File: config.mk
export PLATFORM = sky130hd
export DESIGN_NAME = vsa_mem_responder_flat
export DESIGN_NICKNAME = d
export VERILOG_FILES = /design/src/rtl/vsa_mem_pkg.sv /design/src/rtl/vsa_mem_responder_if.sv /design/src/rtl/vsa_ram.sv /design/src/rtl/vsa_mem_responder.sv /design/src/flat_wrapper.sv
export SDC_FILE = /design/constraint.sdc
export NUM_CORES = 1
export LEC_CHECK = 0
export ABC_AREA = 1
export ABC_CLOCK_PERIOD_IN_PS = 3100
export CAP_MARGIN = 20
export CORE_MARGIN = 4
export CORE_UTILIZATION = 35
export DETAILED_ROUTE_END_ITERATION = 8
export SYNTH_ARGS = -nofsm -noshare
export SYNTH_HDL_FRONTEND = slang
export SYNTH_SLANG_ARGS = --single-unit
File: constraint.sdc
create_clock -name clock -period 3.1 [get_ports clock]
set_input_delay 0.465 -clock clock [delete_from_list [all_inputs] [get_ports clock]]
set_output_delay 0.465 -clock clock [all_outputs]
set_load 0.02 [all_outputs]
File: src/rtl/vsa_mem_pkg.sv
// Shared types and sizes for the VSA memory responder: FSM states, memory depth and word widths.
package vsa_mem_pkg;

    localparam int MEM_DEPTH = 32;
    localparam int ADDR_W    = 5;
    localparam int INSTR_W   = 12;
    localparam int DATA_W    = 5;
    localparam int COUNT_W   = 6;

    typedef enum logic [1:0] {
        IDLE = 2'd0,
        LOAD = 2'd1,
        RUN  = 2'd2
    } state_t;

endpackage

File: src/rtl/vsa_mem_responder_if.sv
// Processor fetch/data bus plus loader valid/ready channel and status outputs of the responder.
interface vsa_mem_responder_if;
    import vsa_mem_pkg::*;

    logic [ADDR_W-1:0]  PC;
    logic [INSTR_W-1:0] instruction;
    logic [ADDR_W-1:0]  ALUOutput;
    logic [DATA_W-1:0]  datain;
    logic [DATA_W-1:0]  dataout;
    logic               wr;

    logic               ld_valid;
    logic               ld_ready;
    logic               ld_target;
    logic [ADDR_W-1:0]  ld_addr;
    logic [INSTR_W-1:0] ld_data;
    logic               ld_last;

    logic               run;
    logic [COUNT_W-1:0] ld_count;
    logic               wr_fault;

    modport slave (
        input  PC, ALUOutput, dataout, wr,
        input  ld_valid, ld_target, ld_addr, ld_data, ld_last,
        output instruction, datain, ld_ready, run, ld_count, wr_fault
    );

    modport master (
        output PC, ALUOutput, dataout, wr,
        output ld_valid, ld_target, ld_addr, ld_data, ld_last,
        input  instruction, datain, ld_ready, run, ld_count, wr_fault
    );

endinterface

File: src/rtl/vsa_ram.sv
// 32-deep RAM of parameterised width: synchronous write, asynchronous read, synchronous clear.
module vsa_ram
    import vsa_mem_pkg::*;
#(
    parameter int WIDTH = 8
) (
    input  logic              clock,
    input  logic              clear_i,
    input  logic              we_i,
    input  logic [ADDR_W-1:0] waddr_i,
    input  logic [WIDTH-1:0]  wdata_i,
    input  logic [ADDR_W-1:0] raddr_i,
    output logic [WIDTH-1:0]  rdata_o
);

    logic [WIDTH-1:0] mem_q [MEM_DEPTH];

    // Clear wins over a same-cycle write.
    always_ff @(posedge clock) begin
        if (clear_i) begin
            for (int i = 0; i < MEM_DEPTH; i++) begin
                mem_q[i] <= '0;
            end
        end else if (we_i) begin
            mem_q[waddr_i] <= wdata_i;
        end
    end

    assign rdata_o = mem_q[raddr_i];

endmodule

File: src/rtl/vsa_mem_responder.sv
// Memory responder for a small processor: loader fills imem/dmem, then the processor runs until reset.
module vsa_mem_responder
    import vsa_mem_pkg::*;
#(
    parameter bit IMEM_INIT_ZERO = 1'b1
) (
    input  logic                 clock,
    input  logic                 reset_n,
    vsa_mem_responder_if.slave   bus
);

    localparam logic [COUNT_W-1:0] COUNT_MAX = '1;

    state_t             state_q, state_d;
    logic [COUNT_W-1:0] ldCount_q, ldCount_d;
    logic               wrFault_q, wrFault_d;

    logic               accept;
    logic               imemWe;
    logic               dmemWe;
    logic [ADDR_W-1:0]  dmemAddr;
    logic [DATA_W-1:0]  dmemWdata;
    logic [INSTR_W-1:0] imemRdata;

    assign accept = bus.ld_valid && (state_q != RUN);

    always_comb begin
        state_d   = state_q;
        ldCount_d = ldCount_q;
        wrFault_d = wrFault_q;
        imemWe    = 1'b0;
        dmemWe    = 1'b0;
        dmemAddr  = bus.ALUOutput;
        dmemWdata = bus.dataout;

        if (accept) begin
            state_d = bus.ld_last ? RUN : LOAD;
            if (ldCount_q != COUNT_MAX) begin
                ldCount_d = ldCount_q + 1'b1;
            end
            if (bus.ld_target) begin
                dmemWe    = reset_n;
                dmemAddr  = bus.ld_addr;
                dmemWdata = bus.ld_data[DATA_W-1:0];
            end else begin
                imemWe = reset_n;
            end
        end

        // Processor writes only land in RUN; anywhere else they are dropped and flagged.
        if (bus.wr) begin
            if (state_q == RUN) begin
                dmemWe = reset_n;
            end else begin
                wrFault_d = 1'b1;
            end
        end
    end

    always_ff @(posedge clock) begin
        if (!reset_n) begin
            state_q   <= IDLE;
            ldCount_q <= '0;
            wrFault_q <= 1'b0;
        end else begin
            state_q   <= state_d;
            ldCount_q <= ldCount_d;
            wrFault_q <= wrFault_d;
        end
    end

    vsa_ram #(.WIDTH(INSTR_W)) u_imem (
        .clock   (clock),
        .clear_i (!reset_n && IMEM_INIT_ZERO),
        .we_i    (imemWe),
        .waddr_i (bus.ld_addr),
        .wdata_i (bus.ld_data),
        .raddr_i (bus.PC),
        .rdata_o (imemRdata)
    );

    vsa_ram #(.WIDTH(DATA_W)) u_dmem (
        .clock   (clock),
        .clear_i (!reset_n),
        .we_i    (dmemWe),
        .waddr_i (dmemAddr),
        .wdata_i (dmemWdata),
        .raddr_i (bus.ALUOutput),
        .rdata_o (bus.datain)
    );

    assign bus.instruction = (state_q == RUN) ? imemRdata : '0;
    assign bus.ld_ready    = (state_q != RUN);
    assign bus.run         = (state_q == RUN);
    assign bus.ld_count    = ldCount_q;
    assign bus.wr_fault    = wrFault_q;

endmodule

File: src/flat_wrapper.sv
// flat-port wrapper written by rule: the top's interface ports become plain ports
module vsa_mem_responder_flat import vsa_mem_pkg::*;
#(
    parameter bit IMEM_INIT_ZERO = 1'b1
)
  (clock, reset_n, bus_PC, bus_ALUOutput, bus_dataout, bus_wr, bus_ld_valid, bus_ld_target, bus_ld_addr, bus_ld_data, bus_ld_last, bus_instruction, bus_datain, bus_ld_ready, bus_run, bus_ld_count, bus_wr_fault);
  vsa_mem_responder_if bus_i ();
  input  logic clock;
  input  logic reset_n;
  input wire logic [$bits(bus_i.PC)-1:0] bus_PC;
  input wire logic [$bits(bus_i.ALUOutput)-1:0] bus_ALUOutput;
  input wire logic [$bits(bus_i.dataout)-1:0] bus_dataout;
  input wire logic [$bits(bus_i.wr)-1:0] bus_wr;
  input wire logic [$bits(bus_i.ld_valid)-1:0] bus_ld_valid;
  input wire logic [$bits(bus_i.ld_target)-1:0] bus_ld_target;
  input wire logic [$bits(bus_i.ld_addr)-1:0] bus_ld_addr;
  input wire logic [$bits(bus_i.ld_data)-1:0] bus_ld_data;
  input wire logic [$bits(bus_i.ld_last)-1:0] bus_ld_last;
  output wire logic [$bits(bus_i.instruction)-1:0] bus_instruction;
  output wire logic [$bits(bus_i.datain)-1:0] bus_datain;
  output wire logic [$bits(bus_i.ld_ready)-1:0] bus_ld_ready;
  output wire logic [$bits(bus_i.run)-1:0] bus_run;
  output wire logic [$bits(bus_i.ld_count)-1:0] bus_ld_count;
  output wire logic [$bits(bus_i.wr_fault)-1:0] bus_wr_fault;
  assign bus_i.PC = bus_PC;
  assign bus_i.ALUOutput = bus_ALUOutput;
  assign bus_i.dataout = bus_dataout;
  assign bus_i.wr = bus_wr;
  assign bus_i.ld_valid = bus_ld_valid;
  assign bus_i.ld_target = bus_ld_target;
  assign bus_i.ld_addr = bus_ld_addr;
  assign bus_i.ld_data = bus_ld_data;
  assign bus_i.ld_last = bus_ld_last;
  assign bus_instruction = bus_i.instruction;
  assign bus_datain = bus_i.datain;
  assign bus_ld_ready = bus_i.ld_ready;
  assign bus_run = bus_i.run;
  assign bus_ld_count = bus_i.ld_count;
  assign bus_wr_fault = bus_i.wr_fault;
  vsa_mem_responder #(.IMEM_INIT_ZERO(IMEM_INIT_ZERO)) u_core (.clock(clock), .reset_n(reset_n), .bus(bus_i));
endmodule
==> metrics.md <==
| Metric | Value |
|---|---|
| Status | `finished, final reports clean` |
| GP Congestion | `between 0.8 and 0.9` |
| Latest clock arrival within the worst-skew pair | `roughly 0.64 ns` |
| Mapped Cells | `roughly 2700` |
| Max incr delay on CP | `0.63 ns` |
| Max Cap Viol | `0` |
| Tot Pwr | `0.0171 W` |
| R2r startpoint | `u_core.state_q[1]` |
| Critical path cell sequence | `buf_6 > inv_6 > buf_4 > nand2_1 > nand3_1 > nand2_1 > nand2_1 > nand2_1 > nor2_1 > nor2_1 > nor2_1 > clkdlybuf4s50_1` |
| Tot GR Track Use | `0.182` |
| Final nets | `between 2000 and 3000` |
| Final count of hold timing violations | `0` |
| Crit path DAT | `2.56 ns` |
| Area fraction of the dominant cell type after synthesis | `0.618` |
| Initial antenna violation count | `2` |
| HP Start | `reset_n` |
| Rows | `100` |
| Root Buffer | `clkbuf_16` |
| Power Dens Cells | `552 nW/µm²` |
| Antenna Nets Post-Route | `0` |
| Die ar. | `about 80000 µm²` |
| RR Endpoint | `u_core.u_dmem.mem_q[2][1]` |
| Hold depth | `3` |
| Worst Setup Path Type | `in2out` |
| Clock transition at path regs | `0.05 ns` |
| Worst Path Max Fanout | `23` |
| Worst Setup Start Kind | `input port` |
| Register area share after synthesis | `0.624` |
| Mapped Area | `roughly 26000 µm²` |
| CTS H-tree depth | `2` |
| Drt first pass iters | `5` |
| Total congestion overflow | `0` |
| Crit path max-delay cell type | `clkdlybuf4s50_1` |
| Layout area overhead | `16.9%` |
| Synth cell types | `28` |
| Final setup viols | `0` |
| Worst hold path class | `in2reg` |
| R2R Setup Slk | `~0.71 ns` |
| Depth of the worst register-to-register path | `7` |
| Die width | `between 200 and 300 µm` |
| ANT cells | `0` |
| Relative slew slack | `0.455` |
| Detail Placement HPWL | `47000 µm` |
| Setup Buffers After CTS | `0` |
| Max Transition Viols Final | `0` |
| Worst Hold Endpoint | `u_core.state_q[0]` |
| CTS tree | `done` |
| CTS Hold Bufs | `0` |
| # DRC | `0` |
| Share of layout cells above drive strength 1 | `0.145` |
| Setup TNS | `0 ns` |
| Max Clock Freq | `~330 MHz` |
| Clock Sinks | `553` |
| WL final | `74500 µm` |
| Synth top area cells | `edfxtp_1, nand2_1, nand3_1` |
| Period minus WS final | `between 3 and 4 ns` |
| Worst IR Drop VDD | `approximately 0.00043 V` |
| Largest net degree at the start of global routing | `65` |
| Initial Util | `0.354` |
| Syn avg cell area | `9.66 µm²` |
| Most used cell, CP | `nand2_1` |
| Fin crit share | `0.975` |
| Post-synth net total | `around 2800` |
| Vias in the first global route | `roughly 19000` |
| Core area | `~75000 µm²` |
| Synthesized flop and latch total | `~550` |
| DR iter-0 viols | `~1900` |
| Vias/cell | `5.12` |
| Ports | `64` |
| Global-route wire length before repair | `~110000 µm` |
| Crit. End Element | `output pin` |
| Syn. warnings | `0` |
| Skew final | `roughly 0.047 ns` |
| PostCTS Resize Cnt | `1` |
| Clock Tree Buf Depth | `3` |
| WL/cell | `around 19 µm` |
| Routed vias | `19600` |
| Port bufs | `63` |
| Slew @ Worst Pin | `~0.81 ns` |
| Pleak | `~12 nW` |
| Inserted Clock Buffers | `59` |
| Die H | `283 µm` |
| Req. time, crit path | `2.63 ns` |
| Largest area contributor in the netlist | `edfxtp_1` |
| RSZ-0062 raised after global routing | `no` |
[report_power, final]
| part | internal, W | leakage, nW | switching, W |
|---|---|---|---|
| registers | 0.00847 | 5.63 | 0.0000828 |
| clock network | 0.00377 | 0.890 | 0.00304 |
| logic | 0.000517 | 5.22 | 0.00120 |
| total | 0.0128 | 11.7 | 0.00432 |
[per-stage QoR]
stage               cell area, µm²  setup WS (ns)  utilization  hold WS, ns  std cells
floorplan                    26500          0.886            -        0.450       2739
global placement             29100          0.154        0.389        0.457       3727
detailed placement           29100          0.146        0.389        0.462       3727
CTS                          30900         0.0789        0.414        0.143       3836
global route                 30900        0.00616        0.414        0.181       3836
finish                       30900         0.0760        0.414        0.170       3836
[sequential cells by signal, indices dropped and copies added, names as in the netlist]
signal               count
u_core.bus.wr_fault      1
u_core.u_imem.mem_q    384
u_core.state_q           2
u_core.u_dmem.mem_q    160
u_core.bus.ld_count      6
[cells in the mapped netlist]
library cell,number
buf_2,87
a21oi_1,8
nor3_2,95
edfxtp_1,544
nand4_1,1
a21oi_4,1
o21ai_1,2
clkbuf_1,114
nor3_4,4
buf_1,28
inv_1,34
o21ai_0,69
buf_6,10
buf_4,3
nor3_1,74
nor2_4,1
inv_2,5
o21ai_2,12
nor3b_1,1
xor2_1,2
nand3_1,388
nand2_4,2
nand3_2,13
nor2_1,469
nand2_1,757
and2_1,5
ha_1,1
dfxtp_1,9
[how the worst max path moves through the flow]
stage                                           from             endpoint  slack [ns]  cells past startpoint
after detailed placement                   bus_PC[3]   bus_instruction[3]        0.15                      8
final                                      bus_PC[0]   bus_instruction[8]        0.08                     12
after floorplan                            bus_PC[1]  bus_instruction[10]        0.89                     11
after global placement              bus_ALUOutput[1]        bus_datain[3]        0.15                     10
after CTS                 u_core.u_imem.mem_q[29][3]   bus_instruction[3]        0.08                      9
after global routing      u_core.u_imem.mem_q[29][8]   bus_instruction[8]       0.006                      9
[worst max-delay path: cells and delay by family]
family	cells	cell delay [ns]
buffers and inverters	4	1.17
and+or+nand+nor	8	0.90
[cells by family after synthesis]
family | after synthesis | synth area share
XOR/XNOR | 2 | 0.000662
buffers and inverters | 281 | 0.0473
AND/OR/NAND/NOR | 1810 | 0.308
flip-flops | 553 | 0.624
adder cells (fa/ha/maj) | 1 | 0.000473
AO/OA/AOI/OAI | 92 | 0.0195
[area by class of cell]
cell class | instances | area (µm²)
Clock inverter | 35 | 304
Multi-Input combinational cell | 1905 | 8720
Timing Repair Buffer | 261 | 2480
Inverter | 39 | 156
Tap cell | 969 | 1210
Fill cell | 7186 | 43800
Clock buffer | 74 | 1530
Sequential cell | 553 | 16500
[cells in the final DEF, fill, tap and decap left out, drive strengths merged, types with 5 or more instances in the layout]
master and instances:
a21oi 9, and2 5, buf 203, clkbuf 74, clkdlybuf4s50 55, clkinv 28, dfxtp 9, edfxtp 544
inv 41, nand2 759, nand3 401, nor2 470, nor3 173, o21ai 83
[routing by layer]
metal / up-vias / routed length, µm / track usage
met5: - / 0 / 0
met1: 9422 / 32400 / 0.250
met3: 122 / 5250 / 0.0310
li1: 9420 / - / -
met2: 683 / 35000 / 0.299
met4: 0 / 1870 / 0.0509
Note: power is estimated with default switching activity, not from simulation.
